--- config.mk ---
export PLATFORM = sky130hd
export DESIGN_NAME = regmodel0_regmodel_core_reg_intf_reqseq
export DESIGN_NICKNAME = d
export VERILOG_FILES = /design/src/rtl/regmodel0_regmodel_core_reg_intf_reqseq.sv
export SDC_FILE = /design/constraint.sdc
export NUM_CORES = 1
export LEC_CHECK = 0
export BUFFER_PORTS_ARGS = -buffer_cell sky130_fd_sc_hd__buf_2
export CAP_MARGIN = 20
export CORE_AREA = 3 3 98 124
export CTS_CLUSTER_SIZE = 12
export DETAILED_ROUTE_END_ITERATION = 8
export DIE_AREA = 0 0 101 127
export GPL_TIMING_DRIVEN = 0
export PLACE_DENSITY = 0.67
export SETUP_SLACK_MARGIN = 0.5
export SLEW_MARGIN = 20
export SYNTH_ARGS = -nofsm -noshare
export SYNTH_HDL_FRONTEND = slang
export SYNTH_SLANG_ARGS = --single-unit
--- constraint.sdc ---
create_clock -name clk -period 1.8 [get_ports clk]
set_input_delay 0.54 -clock clk [delete_from_list [all_inputs] [get_ports clk]]
set_output_delay 0.54 -clock clk [all_outputs]
set_load 0.01 [all_outputs]
--- src/rtl/regmodel0_regmodel_core_reg_intf_reqseq.sv ---
// Request sequencer: accepts one register request, drives a single req/ack access with
// timeout into the register bank, and returns read data plus an error code.
module regmodel0_regmodel_core_reg_intf_reqseq #(
    parameter int TIMEOUT_CYC = 64
) (
    input  logic        clk,
    input  logic        rst,
    input  logic        req_valid_i,
    input  logic [59:0] req_payload_i,
    output logic        req_ready_o,
    output logic        reg_req_o,
    output logic        reg_wr_o,
    output logic [20:0] reg_addr_o,
    output logic [3:0]  reg_be_o,
    output logic [31:0] reg_wdata_o,
    input  logic        reg_ack_i,
    input  logic [31:0] reg_rdata_i,
    input  logic        reg_err_i,
    output logic        rsp_valid_o,
    output logic [31:0] rsp_rdata_o,
    output logic [1:0]  rsp_err_o,
    output logic        rsp_wr_o,
    input  logic        rsp_ready_i
);

    typedef enum logic [1:0] {
        S_IDLE   = 2'd0,
        S_ACCESS = 2'd1,
        S_RESP   = 2'd2
    } state_t;

    localparam logic [7:0] TO_LAST = 8'(TIMEOUT_CYC - 1);

    state_t      state_q, state_d;
    logic [7:0]  cnt_q, cnt_d;
    logic        wr_q, wr_d;
    logic [3:0]  be_q, be_d;
    logic [20:0] addr_q, addr_d;
    logic [31:0] wdata_q, wdata_d;
    logic [31:0] rdata_q, rdata_d;
    logic [1:0]  err_q, err_d;

    logic        in_wr_s;
    logic        dec_err_s;

    assign in_wr_s   = req_payload_i[59];
    assign dec_err_s = (req_payload_i[33:32] != 2'b00) || (in_wr_s && (req_payload_i[58:55] == 4'h0));

    // Next-state and captured request/response fields
    always_comb begin
        state_d = state_q;
        cnt_d   = cnt_q;
        wr_d    = wr_q;
        be_d    = be_q;
        addr_d  = addr_q;
        wdata_d = wdata_q;
        rdata_d = rdata_q;
        err_d   = err_q;
        case (state_q)
            S_IDLE: begin
                if (req_valid_i) begin
                    wr_d    = in_wr_s;
                    be_d    = in_wr_s ? req_payload_i[58:55] : 4'hF;
                    addr_d  = req_payload_i[54:34];
                    wdata_d = in_wr_s ? req_payload_i[31:0] : 32'h0;
                    rdata_d = 32'h0;
                    cnt_d   = 8'd0;
                    if (dec_err_s) begin
                        err_d   = 2'b11;
                        state_d = S_RESP;
                    end else begin
                        err_d   = 2'b00;
                        state_d = S_ACCESS;
                    end
                end else begin
                    state_d = S_IDLE;
                end
            end
            S_ACCESS: begin
                cnt_d = cnt_q + 8'd1;
                // An ack in the final counted cycle still wins over the timeout
                if (reg_ack_i) begin
                    err_d   = reg_err_i ? 2'b01 : 2'b00;
                    rdata_d = (!wr_q && !reg_err_i) ? reg_rdata_i : 32'h0;
                    state_d = S_RESP;
                end else if (cnt_q == TO_LAST) begin
                    err_d   = 2'b10;
                    rdata_d = 32'h0;
                    state_d = S_RESP;
                end else begin
                    state_d = S_ACCESS;
                end
            end
            S_RESP: begin
                if (rsp_ready_i) begin
                    state_d = S_IDLE;
                end else begin
                    state_d = S_RESP;
                end
            end
            default: begin
                state_d = S_IDLE;
            end
        endcase
    end

    // State and field registers with synchronous reset
    always_ff @(posedge clk) begin
        if (rst) begin
            state_q <= S_IDLE;
            cnt_q   <= 8'd0;
            wr_q    <= 1'b0;
            be_q    <= 4'h0;
            addr_q  <= 21'h0;
            wdata_q <= 32'h0;
            rdata_q <= 32'h0;
            err_q   <= 2'b00;
        end else begin
            state_q <= state_d;
            cnt_q   <= cnt_d;
            wr_q    <= wr_d;
            be_q    <= be_d;
            addr_q  <= addr_d;
            wdata_q <= wdata_d;
            rdata_q <= rdata_d;
            err_q   <= err_d;
        end
    end

    // Ready is masked by rst so it reads 0 for the whole reset window
    assign req_ready_o = (state_q == S_IDLE) && !rst;

    assign reg_req_o   = (state_q == S_ACCESS);
    assign reg_wr_o    = reg_req_o ? wr_q    : 1'b0;
    assign reg_addr_o  = reg_req_o ? addr_q  : 21'h0;
    assign reg_be_o    = reg_req_o ? be_q    : 4'h0;
    assign reg_wdata_o = reg_req_o ? wdata_q : 32'h0;

    assign rsp_valid_o = (state_q == S_RESP);
    assign rsp_rdata_o = rsp_valid_o ? rdata_q : 32'h0;
    assign rsp_err_o   = rsp_valid_o ? err_q   : 2'b00;
    assign rsp_wr_o    = rsp_valid_o ? wr_q    : 1'b0;

endmodule

== Word level (Yosys, flattened, before mapping) ==
Cells that the tools add are included.
Operators by class
  mux-type cells: 28
  reductions and logical operators: 14
  equal/unequal tests: 5
  add/subtract/negate cells: 1
Operators by type and width (number)
  2-to-1 mux 32 bit: 7
  case mux 32 bit (2 select lines): 1
  2-to-1 mux 21 bit: 1
  2-to-1 mux 2 bit: 10
  case mux 8 bit (2 select lines): 1
  adder 8 x 1 -> 8 bit, second input constant: 1
  == test 8 x 6 -> 1 bit, second input constant: 1
  2-to-1 mux 4 bit: 2
  2-to-1 mux 8 bit: 1
  case mux 2 bit (3 select lines): 1
  zero test 4 bit: 1
  case mux 2 bit (2 select lines): 1
  AND reduction 2 bit: 2
  nonzero test 2 bit: 2
  logical AND 1 bit: 3
  zero test 1 bit: 3
  2-to-1 mux 1 bit: 3
  inequality test 3 x 1 -> 1 bit, second input constant: 1
  AND reduction 3 bit: 1
  == test 2 x 1 -> 1 bit, second input constant: 1
  == test 2 bit, second input constant: 1
  zero test 2 bit: 1
  inequality test 2 bit, second input constant: 1
  logical OR 1 bit: 1
Storage, ports and cells
  register bits: 102

== Depth between registers and ports, before layout ==
Gate-level depths: netlist (run 1).
  word-level depth: 6
  gate-level depth with buffers: 7

== Least setup slack after synthesis (run 1) ==
OpenSTA, ideal clock, no wires.
  path type: reg2out
  start: register state_q[1]
  end: output rsp_err_o[0]
  data arrival time: 1.241 ns
  buffers on the path: 3
  cell stages (with the launch flop): 6
  path slack: 0.019 ns
  path through: dfxtp_1 > buf_6 > nor2b_1 > clkbuf_1 > clkbuf_1 > and2_1
Between the ends
  word-level cells in the longest chain between the ends: 2
RTL lines
  start, declared: RTL line 34  | state_t state_q, state_d;
  start signal, assigned: RTL line 119  | state_q <= state_d;
  == test 2 bit: RTL line 139  | assign rsp_valid_o = (state_q == S_RESP);
  named net rsp_valid_o: RTL line 19  | output logic rsp_valid_o,
  2-to-1 mux 2 bit: RTL line 141  | assign rsp_err_o = rsp_valid_o ? err_q : 2'b00;
  end, declared: RTL line 21  | output logic [1:0] rsp_err_o,
The timed path passes the listed nets, and every way through them passes these cells.

== Worst setup path in the final report (run 1) ==
  start: register state_q[1]
  end: output reg_addr_o[13]
Between the ends
  word-level cells in the longest chain between the ends: 2
RTL lines
  == test 2 x 1 -> 1 bit: RTL line 133  | assign reg_req_o = (state_q == S_ACCESS);
  2-to-1 mux 21 bit: RTL line 135  | assign reg_addr_o = reg_req_o ? addr_q : 21'h0;
  end, declared: RTL line 13  | output logic [20:0] reg_addr_o,
Every way passes these cells.

==> results of run 1 <==
-- cell usage after synthesis (all sizes together) (2+ instances only) --
library cell	instances	area share (%)
nor2b	2	0.28
a22o	32	6.4
or3	3	0.43
and2	93	13
nor2	14	1.2
o211ai	4	0.80
nor3b	4	0.80
o21ai	5	0.57
nand3b	2	0.34
clkbuf	22	1.9
a211oi	3	0.51
nand2b	4	0.74
a21oi	57	6.5
nand2	82	7.0
buf	22	3.8
mux2i	2	0.45
dfxtp	102	46
nor3	7	0.80
mux2	2	0.51
nand3	35	4.0
-- cells by family (layout without fill, tap and decap cells) --
logic type / Yosys count / after routing / synth area share [%]
and+or+nand+nor: 252 / 252 / 30.3
AOI/OAI and AO/OA: 108 / 108 / 16.2
DFF: 102 / 102 / 46.4
buffers and inverters: 46 / 317 / 5.88
muxes: 4 / 4 / 0.966
adders and majority gates: 1 / 1 / 0.284
-- worst min path at each step --
| stage | startpoint | endpoint | slack, ns | cells past startpoint |
|---|---|---|---|---|
| final | reg_rdata_i[26] | rdata_q[26] | 0.42 | 2 |
| after global routing | reg_rdata_i[26] | rdata_q[26] | 0.41 | 2 |
| after CTS | reg_rdata_i[5] | rdata_q[5] | 0.40 | 2 |
| after detailed placement | cnt_q[0] | cnt_q[0] | 0.45 | 1 |
| after global placement | cnt_q[0] | cnt_q[0] | 0.44 | 1 |
| after floorplan | cnt_q[0] | cnt_q[0] | 0.43 | 1 |
-- power breakdown --
part | internal [mW] | total (mW) | switching, mW
combinational | 0.610 | 1.13 | 0.517
clock | 1.37 | 2.25 | 0.887
sequential | 2.34 | 2.41 | 0.0695
total | 4.32 | 5.79 | 1.47
-- repair_timing --
action                                  CTS  global route
endpoints found under the setup margin  198           198
hold buffers                              0             0
endpoints found under the hold margin     0             0
setup buffers                            37             6
gates cloned                             14             6
pin swaps                                44            24
gates resized for setup                 203           115
-- critical path, cell delays in order, from the launching register on --
cell	delay, ns
dfxtp_2	0.32
buf_6	0.11
nand2b_4	0.17
inv_8	0.09
buf_12	0.13
clkbuf_16	0.15
and2_4	0.14
buf_6	0.10
-- layout by cell type (no fill, tap or decap), types with 25 or more instances in the layout --
cell / synthesis / layout
nand2_1: 81 / 25
dfxtp_1: 102 / 97
buf_6: 8 / 113
a22o_1: 32 / 32
nand3_1: 35 / 32
a21oi_2: 0 / 36
and2_4: 0 / 93
nand2_2: 1 / 37
buf_2: 11 / 106
-- per-layer routing --
layer / global-route usage (%) / up-vias / share of wire (%)
met5: 0 / - / 0
met4: 9.70 / 0 / 2.9
met3: 6.94 / 39 / 6.6
met2: 42.6 / 187 / 53
met1: 26.6 / 2314 / 38
li1: - / 2271 / -
-- through the flow --
step | cells | setup slack, ns | power, mW | hold slack, ns
2_1_floorplan | 513 | 0.194 | 2.81 | 0.430
3_3_place_gp | 840 | -0.387 | 3.04 | 0.442
3_5_place_dp | 840 | -0.408 | 3.06 | 0.451
4_1_cts | 907 | -0.291 | 5.68 | 0.400
5_1_grt | 919 | -0.351 | 5.99 | 0.409
6_report | 919 | -0.313 | 5.79 | 0.417
-- sequential cells by signal, summed over array words and instances (netlist names) --
| name | cells |
|---|---|
| rdata_q | 32 |
| wdata_q | 32 |
| addr_q | 21 |
| cnt_q | 8 |
| be_q | 4 |
| err_q | 2 |
| state_q | 2 |
| wr_q | 1 |
-- area by class of cell --
cell class | instances | area share [%]
Multi-Input combinational cell | 365 | 34.1
Timing Repair Buffer | 255 | 28.5
Sequential cell | 102 | 24.1
Buffer | 44 | 6.97
Clock buffer | 9 | 2.65
Tap cell | 135 | 1.99
Clock inverter | 7 | 1.41
Inverter | 2 | 0.177
==> flow_summary.rst, run 1 <==
.. list-table::
   :header-rows: 1

   * - Metric
     - Value
   * - Count of routing violations after the opening detailed-route iteration
     - 164
   * - Pre-Repair DR Iteration Count
     - 4
   * - Grt ovf
     - 0
   * - Area growth from synthesis to layout
     - 92.7%
   * - Via density
     - 5.24
   * - Total placed instance area
     - 5950 um2
   * - Worst-case vdd ir drop
     - 0.408 mV
   * - # setup viols final
     - 137
   * - Initial core utilization
     - 39.7%
   * - Unrepaired setup endpoints after global routing
     - true
   * - Final design area excluding fillers
     - 8490 um2
   * - Worst Path Required
     - 1.26 ns
   * - Type of destination of the critical path
     - output port
   * - Max-slew headroom at the worst pin
     - 49.8%
   * - GRT Total Usage
     - 24.0%
   * - Count of flip-flops with a built-in enable after synthesis
     - 0
   * - Most used flip-flop cell after synthesis
     - dfxtp_1
   * - Maximum count of clock buffers along a single path
     - 2
   * - TritonCTS clock tree
     - done
   * - Antenna-violating nets left
     - 0
   * - Filler cells
     - 685
   * - Final Routed Wirelength
     - 16.8 mm
   * - Fin. Hold Viols
     - 0
   * - Failing checks
     - setup timing
   * - Result of the run
     - finished with violations
   * - Fraction of registers with async set/reset
     - 0%
   * - Mean Syn Cell Area
     - 8.59 um2
   * - CP Launch Type
     - register
   * - Cell area after synthesis
     - 4410 um2
   * - Worst Setup EP
     - reg_addr_o[13]
   * - Number of global-route vias before repair
     - 4,934
   * - Max Slew Vio Count
     - 0
   * - Type of the most critical hold path
     - in2reg
   * - Root buffer selected by CTS
     - clkbuf_16
   * - Later-pin clock latency in the skew report
     - 0.35 ns
   * - Critical Path Start
     - state_q[1]
   * - Final net count
     - 878
   * - # H-tree levels
     - 3
   * - Data arrival time of the critical path
     - 1.57 ns
   * - Final min period
     - 2.11 ns
   * - Syn Nets
     - 612
   * - Capturing point of the worst reg2reg path
     - rdata_q[19]
   * - Source of the worst register-to-register timing path
     - state_q[1]
   * - Startpoint-to-endpoint class of the critical path
     - reg2out
   * - Die H
     - 127 um
   * - Detailed-route DRC error count
     - 0
   * - Actual slew at the worst max-slew pin
     - 0.752 ns
   * - Average wire per cell in the routed design
     - 18.3 um
   * - Flops & latches, synth
     - 102
   * - Via Count
     - 4,811
   * - I/O Pins
     - 194
   * - Number of antenna violations at the first check in global routing
     - 0
   * - Std-Cell Rows
     - 43
   * - Global placement routability congestion
     - 0.783
   * - LEAKAGE
     - 3.75 nW
   * - Number of distinct standard cells referenced by the synthesized netlist
     - 42
   * - Layout Skew
     - 0.00878 ns
   * - Highest clock rate
     - 473 MHz
   * - Register area
     - 2050 um2
   * - Length in cells of the worst reg-to-reg path
     - 14
   * - Count of input and output buffers
     - 192
   * - Die footprint
     - 12,800 um2
   * - Setup slack of the worst register-to-register path
     - -0.27 ns
   * - Multi-input combinational cell area
     - 2900 um2
   * - Biggest fanout along the worst timing path
     - 10
   * - Share of post-route cells with drive strength above 1
     - 68.0%
   * - Clock buffers created by TritonCTS
     - 9
   * - Width of the chip
     - 101 um
   * - Area inside the core boundary
     - 11,100 um2
   * - Power Density
     - 682 nW/um2
   * - Post-detail-place hpwl
     - 9.79 mm
   * - Worst setup margin
     - -0.313 ns
   * - Ant. Diodes
     - 0
   * - Global-route wire length before repair
     - 24.4 mm
   * - Clock sink count
     - 102
   * - Total of warnings raised by yosys
     - 0
   * - Cell count after synthesis
     - 513
   * - Final core utilization
     - 76.6%
   * - Clock transition at the register clock pins on the worst setup and hold paths after CTS
     - 0.07 ns
   * - Post-route clock period utilization
     - 117%
   * - Final sum of negative setup slack
     - -31.05 ns
   * - Max-cap check violation count
     - 0
   * - Maximum number of pins on one net before global-route repair
     - 18
   * - Seq/Total Area, Yosys
     - 46.4%
No activity file was read; power rests on OpenSTA's default activity.
==> run 2: changes to the inputs <==
--- a/config.mk
+++ b/config.mk
@@ -5,14 +5,15 @@
 export SDC_FILE = /design/constraint.sdc
 export NUM_CORES = 1
 export LEC_CHECK = 0
+export ABC_CLOCK_PERIOD_IN_PS = 1800
 export BUFFER_PORTS_ARGS = -buffer_cell sky130_fd_sc_hd__buf_2
 export CAP_MARGIN = 20
-export CORE_AREA = 3 3 98 124
+export CORE_AREA = 3 3 130 94
 export CTS_CLUSTER_SIZE = 12
 export DETAILED_ROUTE_END_ITERATION = 8
-export DIE_AREA = 0 0 101 127
+export DIE_AREA = 0 0 133 97
 export GPL_TIMING_DRIVEN = 0
-export PLACE_DENSITY = 0.67
+export PLACE_DENSITY = 0.68
 export SETUP_SLACK_MARGIN = 0.5
 export SLEW_MARGIN = 20
 export SYNTH_ARGS = -nofsm -noshare
==> run 2 against run 1 <==
  * The flow still finishes with violations (setup timing)
  * Routed wire length down 1.4%
  * Critical path depth stayed put
  * Sequential share of layout area grew 1.2 points
  * Non-clock buffer count shrank 10
  * Cell area down 4.8%
  * Fmax is 1.1% higher
  * Largest cell class is now multi-input gates
==> flow_summary.rst, run 2 (synthesis gave the netlist of run 1 again) <==
.. list-table::
   :header-rows: 1

   * - Metric
     - Value
   * - Global placement routability congestion
     - 0.835
   * - Via density
     - 5.13
   * - Post-detail-place hpwl
     - 10.1 mm
   * - Commonest non-fill, non-tap cell in the layout
     - buf_2
   * - Number of antenna violations at the first check in global routing
     - 1
   * - Actual slew at the worst max-slew pin
     - 0.705 ns
   * - Fin. Hold Viols
     - 0
   * - Clock transition at the register clock pins on the worst setup and hold paths after CTS
     - 0.07 ns
   * - Data arrival time of the critical path
     - 1.55 ns
   * - Std-Cell Rows
     - 32
   * - Global-route wire length before repair
     - 23.1 mm
   * - Cell breakdown of the critical path
     - buf_6 -> nand2b_4 -> clkinv_4 -> buf_12 -> clkbuf_16 -> and2_4 -> buf_6
   * - Count of input and output buffers
     - 192
   * - Biggest fanout along the worst timing path
     - 6
   * - Area inside the core boundary
     - 11,000 um2
   * - Master of the slowest instance on the critical path
     - dfxtp_2
   * - CP Launch Type
     - register
   * - Multi-input combinational cell area
     - 2850 um2
   * - Filler cells
     - 750
   * - Max stage delay on crit path
     - 0.32 ns
   * - I/O Pins
     - 194
   * - Count of routing violations after the opening detailed-route iteration
     - 331
   * - Result of the run
     - finished with violations
   * - Number of global-route vias before repair
     - 4,567
   * - Antenna-violating nets left
     - 0
   * - Startpoint-to-endpoint class of the critical path
     - reg2out
   * - Type of the most critical hold path
     - in2reg
   * - Overall Power
     - 5.38 mW
   * - Width of the chip
     - 133 um
   * - Maximum count of clock buffers along a single path
     - 2
   * - Type of destination of the critical path
     - output port
   * - Layout Skew
     - 0.00654 ns
   * - Max-cap check violation count
     - 0
   * - Highest clock rate
     - 478 MHz
   * - Post-route clock period utilization
     - 116%
   * - Unrepaired setup endpoints after global routing
     - true
   * - Leading registers by flop count
     - rdata_q x32, wdata_q x32, addr_q x21
   * - Worst setup margin
     - -0.290 ns
   * - Max Slew Vio Count
     - 0
   * - CP dominant cell by count
     - buf_6
   * - Most used cells in the layout excluding fill and tap cells
     - buf_2, buf_6, dfxtp_1
   * - Register area
     - 2050 um2
   * - Max-slew headroom at the worst pin
     - 53.0%
   * - Clock sink count
     - 102
   * - Final min period
     - 2.09 ns
   * - Via Count
     - 4,759
   * - Worst-case vdd ir drop
     - 0.592 mV
   * - Share of post-route cells with drive strength above 1
     - 64.4%
   * - GRT Total Usage
     - 21.9%
   * - Length in cells of the worst reg-to-reg path
     - 9
   * - Clock buffers created by TritonCTS
     - 9
   * - Final design area excluding fillers
     - 8080 um2
   * - Initial core utilization
     - 40.0%
   * - Root buffer selected by CTS
     - clkbuf_16
   * - Grt ovf
     - 0
   * - Final Routed Wirelength
     - 16.6 mm
   * - Die H
     - 97 um
   * - Worst Path Required
     - 1.26 ns
   * - Maximum number of pins on one net before global-route repair
     - 17
   * - Average wire per cell in the routed design
     - 17.9 um
   * - # H-tree levels
     - 3
   * - TritonCTS clock tree
     - done
   * - Later-pin clock latency in the skew report
     - 0.34 ns
   * - Final net count
     - 868
   * - Detailed-route DRC error count
     - 0
   * - Number of instances on the worst hold path
     - 2
   * - Area growth from synthesis to layout
     - 83.4%
   * - Worst hold-check slack
     - 0.411 ns
   * - Failing checks
     - setup timing
   * - Power Density
     - 666 nW/um2
   * - # setup viols final
     - 99
   * - Die footprint
     - 12,900 um2
   * - Pre-Repair DR Iteration Count
     - 5
   * - LEAKAGE
     - 3.67 nW
   * - Total placed instance area
     - 5980 um2
-- run 2: changes by cell type in the layout (fill, tap and decap cells not counted), sizes merged --
| cell | change |
|---|---|
| buf | -21 |
| diode | +1 |
| clkbuf | +13 |
| bufinv | -3 |
| inv | -1 |
| clkinv | +1 |
-- run 2: cell type report --
| cell class | instances | share of cell area, % |
|---|---|---|
| well taps | 153 | 2.37 |
| flip-flops and latches | 102 | 25.4 |
| diodes | 1 | 0.0310 |
| clock inverters | 4 | 0.372 |
| inverters | 2 | 0.155 |
| plain buffers | 44 | 7.26 |
| clock buffers | 11 | 3.13 |
| repair buffers | 245 | 26.0 |
| multi-input cells | 365 | 35.3 |
-- run 2: power breakdown --
part	internal (mW)	switching, mW	leakage (nW)
combinational	0.566	0.500	2.70
clock	1.02	0.880	0.138
sequential	2.34	0.0749	0.832
total	3.92	1.45	3.67
-- run 2: critical path, delay by kind of cell (launching register included) --
kind	cells	cell delay [ns]
flip-flops	1	0.32
AND/OR/NAND/NOR	2	0.29
buffers and inverters	5	0.58
-- run 2: metal layers --
layer / track usage [%] / vias to the layer above / share of wire, %
met5: 0 / - / 0
met4: 6.79 / 0 / 2.1
met3: 4.47 / 26 / 6.2
met2: 36.2 / 190 / 48
met1: 28.8 / 2288 / 43
li1: - / 2255 / -
-- run 2: path summary, 6_finish.rpt --
kind	start	end	slack (ns)
max	state_q[1]	reg_wr_o	-0.29
min	reg_rdata_i[20]	rdata_q[20]	0.41
max reg2reg	state_q[1]	cnt_q[3]	-0.04
min reg2reg	wdata_q[27]	wdata_q[27]	0.47
-- run 2: repair_timing --
item / in CTS / in global routing
endpoints found under the setup margin: 197 / 198
hold buffers: 0 / 0
resized for setup: 109 / 167
gates cloned: 5 / 13
pin swaps: 4 / 11
buffers inserted: 16 / 19
-- run 2: metrics by stage --
step	instances	TNS, ns	util (%)	setup slack [ns]
floorplan	513	0	-	0.194
global placement	858	-1.48	54.3	-0.307
detailed placement	858	-1.82	54.3	-0.291
CTS	894	-24.63	64.3	-0.302
global route	927	-29.92	73.4	-0.347
finish	927	-23.39	73.4	-0.290
==> run 3: changes to the inputs <==
--- a/config.mk
+++ b/config.mk
@@ -5,7 +5,7 @@
 export SDC_FILE = /design/constraint.sdc
 export NUM_CORES = 1
 export LEC_CHECK = 0
-export ABC_CLOCK_PERIOD_IN_PS = 1800
+export ABC_CLOCK_PERIOD_IN_PS = 1700
 export BUFFER_PORTS_ARGS = -buffer_cell sky130_fd_sc_hd__buf_2
 export CAP_MARGIN = 20
 export CORE_AREA = 3 3 130 94
@@ -13,7 +13,7 @@
 export DETAILED_ROUTE_END_ITERATION = 8
 export DIE_AREA = 0 0 133 97
 export GPL_TIMING_DRIVEN = 0
-export PLACE_DENSITY = 0.68
+export PLACE_DENSITY = 0.7
 export SETUP_SLACK_MARGIN = 0.5
 export SLEW_MARGIN = 20
 export SYNTH_ARGS = -nofsm -noshare
==> constraint.sdc (replaced) <==
create_clock -name clk -period 1.7 [get_ports clk]
set_input_delay 0.51 -clock clk [delete_from_list [all_inputs] [get_ports clk]]
set_output_delay 0.51 -clock clk [all_outputs]
set_load 0.01 [all_outputs]
==> run 3 against run 2 <==
  * The run still ends with setup timing left
  * Combinational power rose by 15%
  * Clock power is 15% higher
  * Routed wire length is 5.4% higher
  * Register-to-register slack worse by 0.28 ns
  * Die area unchanged
  * Setup slack worse by 0.048 ns
  * Critical path depth unchanged
  * Via count is 1.3% higher
  * Count of clock-buffer cells in the layout shrank 1
  * Power is 11% higher
  * Critical path type unchanged
  * Critical endpoint unchanged
  * Largest cell class unchanged
==> flow_summary.rst, run 3 (synthesis gave the netlist of run 1 again) <==
.. list-table::
   :header-rows: 1

   * - Metric
     - Value
   * - Global-route wire length before repair
     - 23.1 mm
   * - Grt ovf
     - 0
   * - Number of instances on the worst hold path
     - 2
   * - Type of destination of the critical path
     - output port
   * - Number of global-route vias before repair
     - 4,444
   * - Multi-input combinational cell area
     - 3120 um2
   * - Area inside the core boundary
     - 11,000 um2
   * - LEAKAGE
     - 3.79 nW
   * - Post-route clock period utilization
     - 120%
   * - Share of post-route cells with drive strength above 1
     - 69.8%
   * - Root buffer selected by CTS
     - clkbuf_16
   * - Final net count
     - 866
   * - Final min period
     - 2.04 ns
   * - Detailed-route DRC error count
     - 0
   * - Int Power
     - 4.32 mW
   * - Reported net switching power
     - 1.65 mW
   * - Via Count
     - 4,821
   * - Setup slack of the worst register-to-register path
     - -0.32 ns
   * - Max stage delay on crit path
     - 0.32 ns
   * - Die footprint
     - 12,900 um2
   * - Unrepaired setup endpoints after global routing
     - true
   * - Part of the power in the clock network
     - 36.4%
   * - Part of the total power dissipated in sequential elements
     - 43.0%
   * - Result of the run
     - finished with violations
   * - Power Density
     - 723 nW/um2
   * - Clock sink count
     - 102
   * - Type of the most critical hold path
     - in2reg
   * - Ant. Diodes
     - 0
   * - Portion of total power attributed to combinational logic
     - 20.6%
   * - Failing checks
     - setup timing
   * - Capturing point of the worst reg2reg path
     - cnt_q[3]
   * - Final sum of negative setup slack
     - -47.11 ns
   * - Worst min-delay path endpoint
     - rdata_q[9]
   * - CP Launch Type
     - register
   * - # H-tree levels
     - 3
   * - Max-slew headroom at the worst pin
     - 46.2%
   * - Pre-Repair DR Iteration Count
     - 4
   * - Master of the slowest instance on the critical path
     - dfxtp_2
   * - Width of the chip
     - 133 um
   * - GRT Total Usage
     - 21.9%
   * - Startpoint-to-endpoint class of the critical path
     - reg2out
   * - Antenna-violating nets left
     - 0
   * - Register area
     - 2050 um2
   * - Post-detail-place hpwl
     - 10.1 mm
   * - TritonCTS clock tree
     - done
   * - # setup viols final
     - 190
   * - Number of antenna violations at the first check in global routing
     - 0
   * - Post-place setup slack
     - -0.348 ns
   * - Hold wc startpoint
     - reg_rdata_i[9]
   * - Clock transition at the register clock pins on the worst setup and hold paths after CTS
     - 0.07 ns
   * - Proportion of total power due to net switching
     - 27.6%
   * - Source of the worst register-to-register timing path
     - state_q[1]
   * - Maximum number of pins on one net before global-route repair
     - 19
   * - Worst setup margin
     - -0.339 ns
   * - Die H
     - 97 um
   * - Actual slew at the worst max-slew pin
     - 0.806 ns
   * - Cell breakdown of the critical path
     - buf_6 -> nand2b_4 -> clkinv_4 -> buf_12 -> clkbuf_16 -> and2_4 -> buf_6
   * - Leading registers by flop count
     - rdata_q x32, wdata_q x32, addr_q x21
   * - Std-Cell Rows
     - 32
   * - Average wire per cell in the routed design
     - 18.9 um
   * - Data arrival time of the critical path
     - 1.53 ns
   * - Max Slew Vio Count
     - 0
   * - Length in cells of the worst reg-to-reg path
     - 11
   * - Biggest fanout along the worst timing path
     - 10
   * - Max-cap check violation count
     - 0
   * - Layout Skew
     - 0.00914 ns
   * - I/O Pins
     - 194
   * - Worst-case vdd ir drop
     - 0.534 mV
   * - Worst Path Required
     - 1.19 ns
   * - Via density
     - 5.21
   * - Fin. Hold Viols
     - 0
   * - Critical Path Start
     - state_q[1]
   * - Count of input and output buffers
     - 192
   * - Clock buffers created by TritonCTS
     - 9
   * - Highest clock rate
     - 491 MHz
   * - Later-pin clock latency in the skew report
     - 0.35 ns
   * - Initial core utilization
     - 40.0%
   * - Filler cells
     - 711
   * - Most used cells in the layout excluding fill and tap cells
     - buf_2, dfxtp_1, and2_4
   * - CP dominant cell by count
     - buf_6
   * - Worst hold-check slack
     - 0.376 ns
   * - Area growth from synthesis to layout
     - 87.4%
   * - Count of routing violations after the opening detailed-route iteration
     - 250
   * - Maximum count of clock buffers along a single path
     - 2
   * - Final Routed Wirelength
     - 17.4 mm
   * - Global placement routability congestion
     - 0.821
   * - Commonest non-fill, non-tap cell in the layout
     - buf_2
run 3: changes by cell type in the layout (fill, tap and decap cells not counted), sizes merged:
cell,change
clkbuf,-8
clkinv,+1
buf,+5
inv,+1
diode,-1
bufinv,+1
clkinvlp,-1
run 3: layout make-up:
cell class / count / share of cell area [%]
clock buffer: 10 / 2.89
inverter: 2 / 0.152
tap: 153 / 2.32
clock inverter: 6 / 0.894
multi-input combinational: 365 / 37.8
buffer: 44 / 7.41
timing repair buffer: 243 / 23.7
sequential: 102 / 24.8
run 3: worst max-delay path by stage:
stage	depth (start not counted)	slack [ns]	endpoint
3_5_place_dp	5	-0.35	req_ready_o
6_report	7	-0.34	reg_wr_o
5_1_grt	7	-0.38	reg_wr_o
2_1_floorplan	6	0.12	reg_wr_o
3_3_place_gp	5	-0.35	req_ready_o
4_1_cts	7	-0.36	reg_addr_o[14]
run 3: stage by stage:
step	utilization, %	power [mW]	cell area [um2]	instances
after floorplan	-	2.99	4860	513
after global placement	54.6	3.22	6010	858
after detailed placement	54.6	3.24	6010	858
after CTS	62.5	5.55	6890	898
after global routing	75.0	6.18	8260	925
final	75.0	5.97	8260	925
run 3: worst max-delay path: cells and delay by family, from the launching register on:
family	cells	cell delay [ns]
flops	1	0.32
buf+inv	5	0.56
simple gates	2	0.30
run 3: power by group through the flow:
stage               logic [mW]  registers, mW  clock network [mW]
floorplan                0.415           2.57                   0
global placement         0.641           2.58                   0
detailed placement       0.659           2.58                   0
CTS                      0.827           2.53                2.20
global route              1.30           2.58                2.31
finish                    1.23           2.57                2.17
run 3: routing by layer:
metal	GRT usage [%]	vias up	wire [um]
met2	34.6	197	8610
met4	6.71	0	486
met5	0	-	0
li1	-	2243	-
met3	5.09	39	1150
met1	29.7	2342	7200
run 3: timing repair:
item,4_1_cts,5_1_grt
resized for setup,69,256
setup buffers,17,20
hold buffers,0,0
pin swaps,7,26
cloned,7,7
endpoints found under the setup margin,198,198
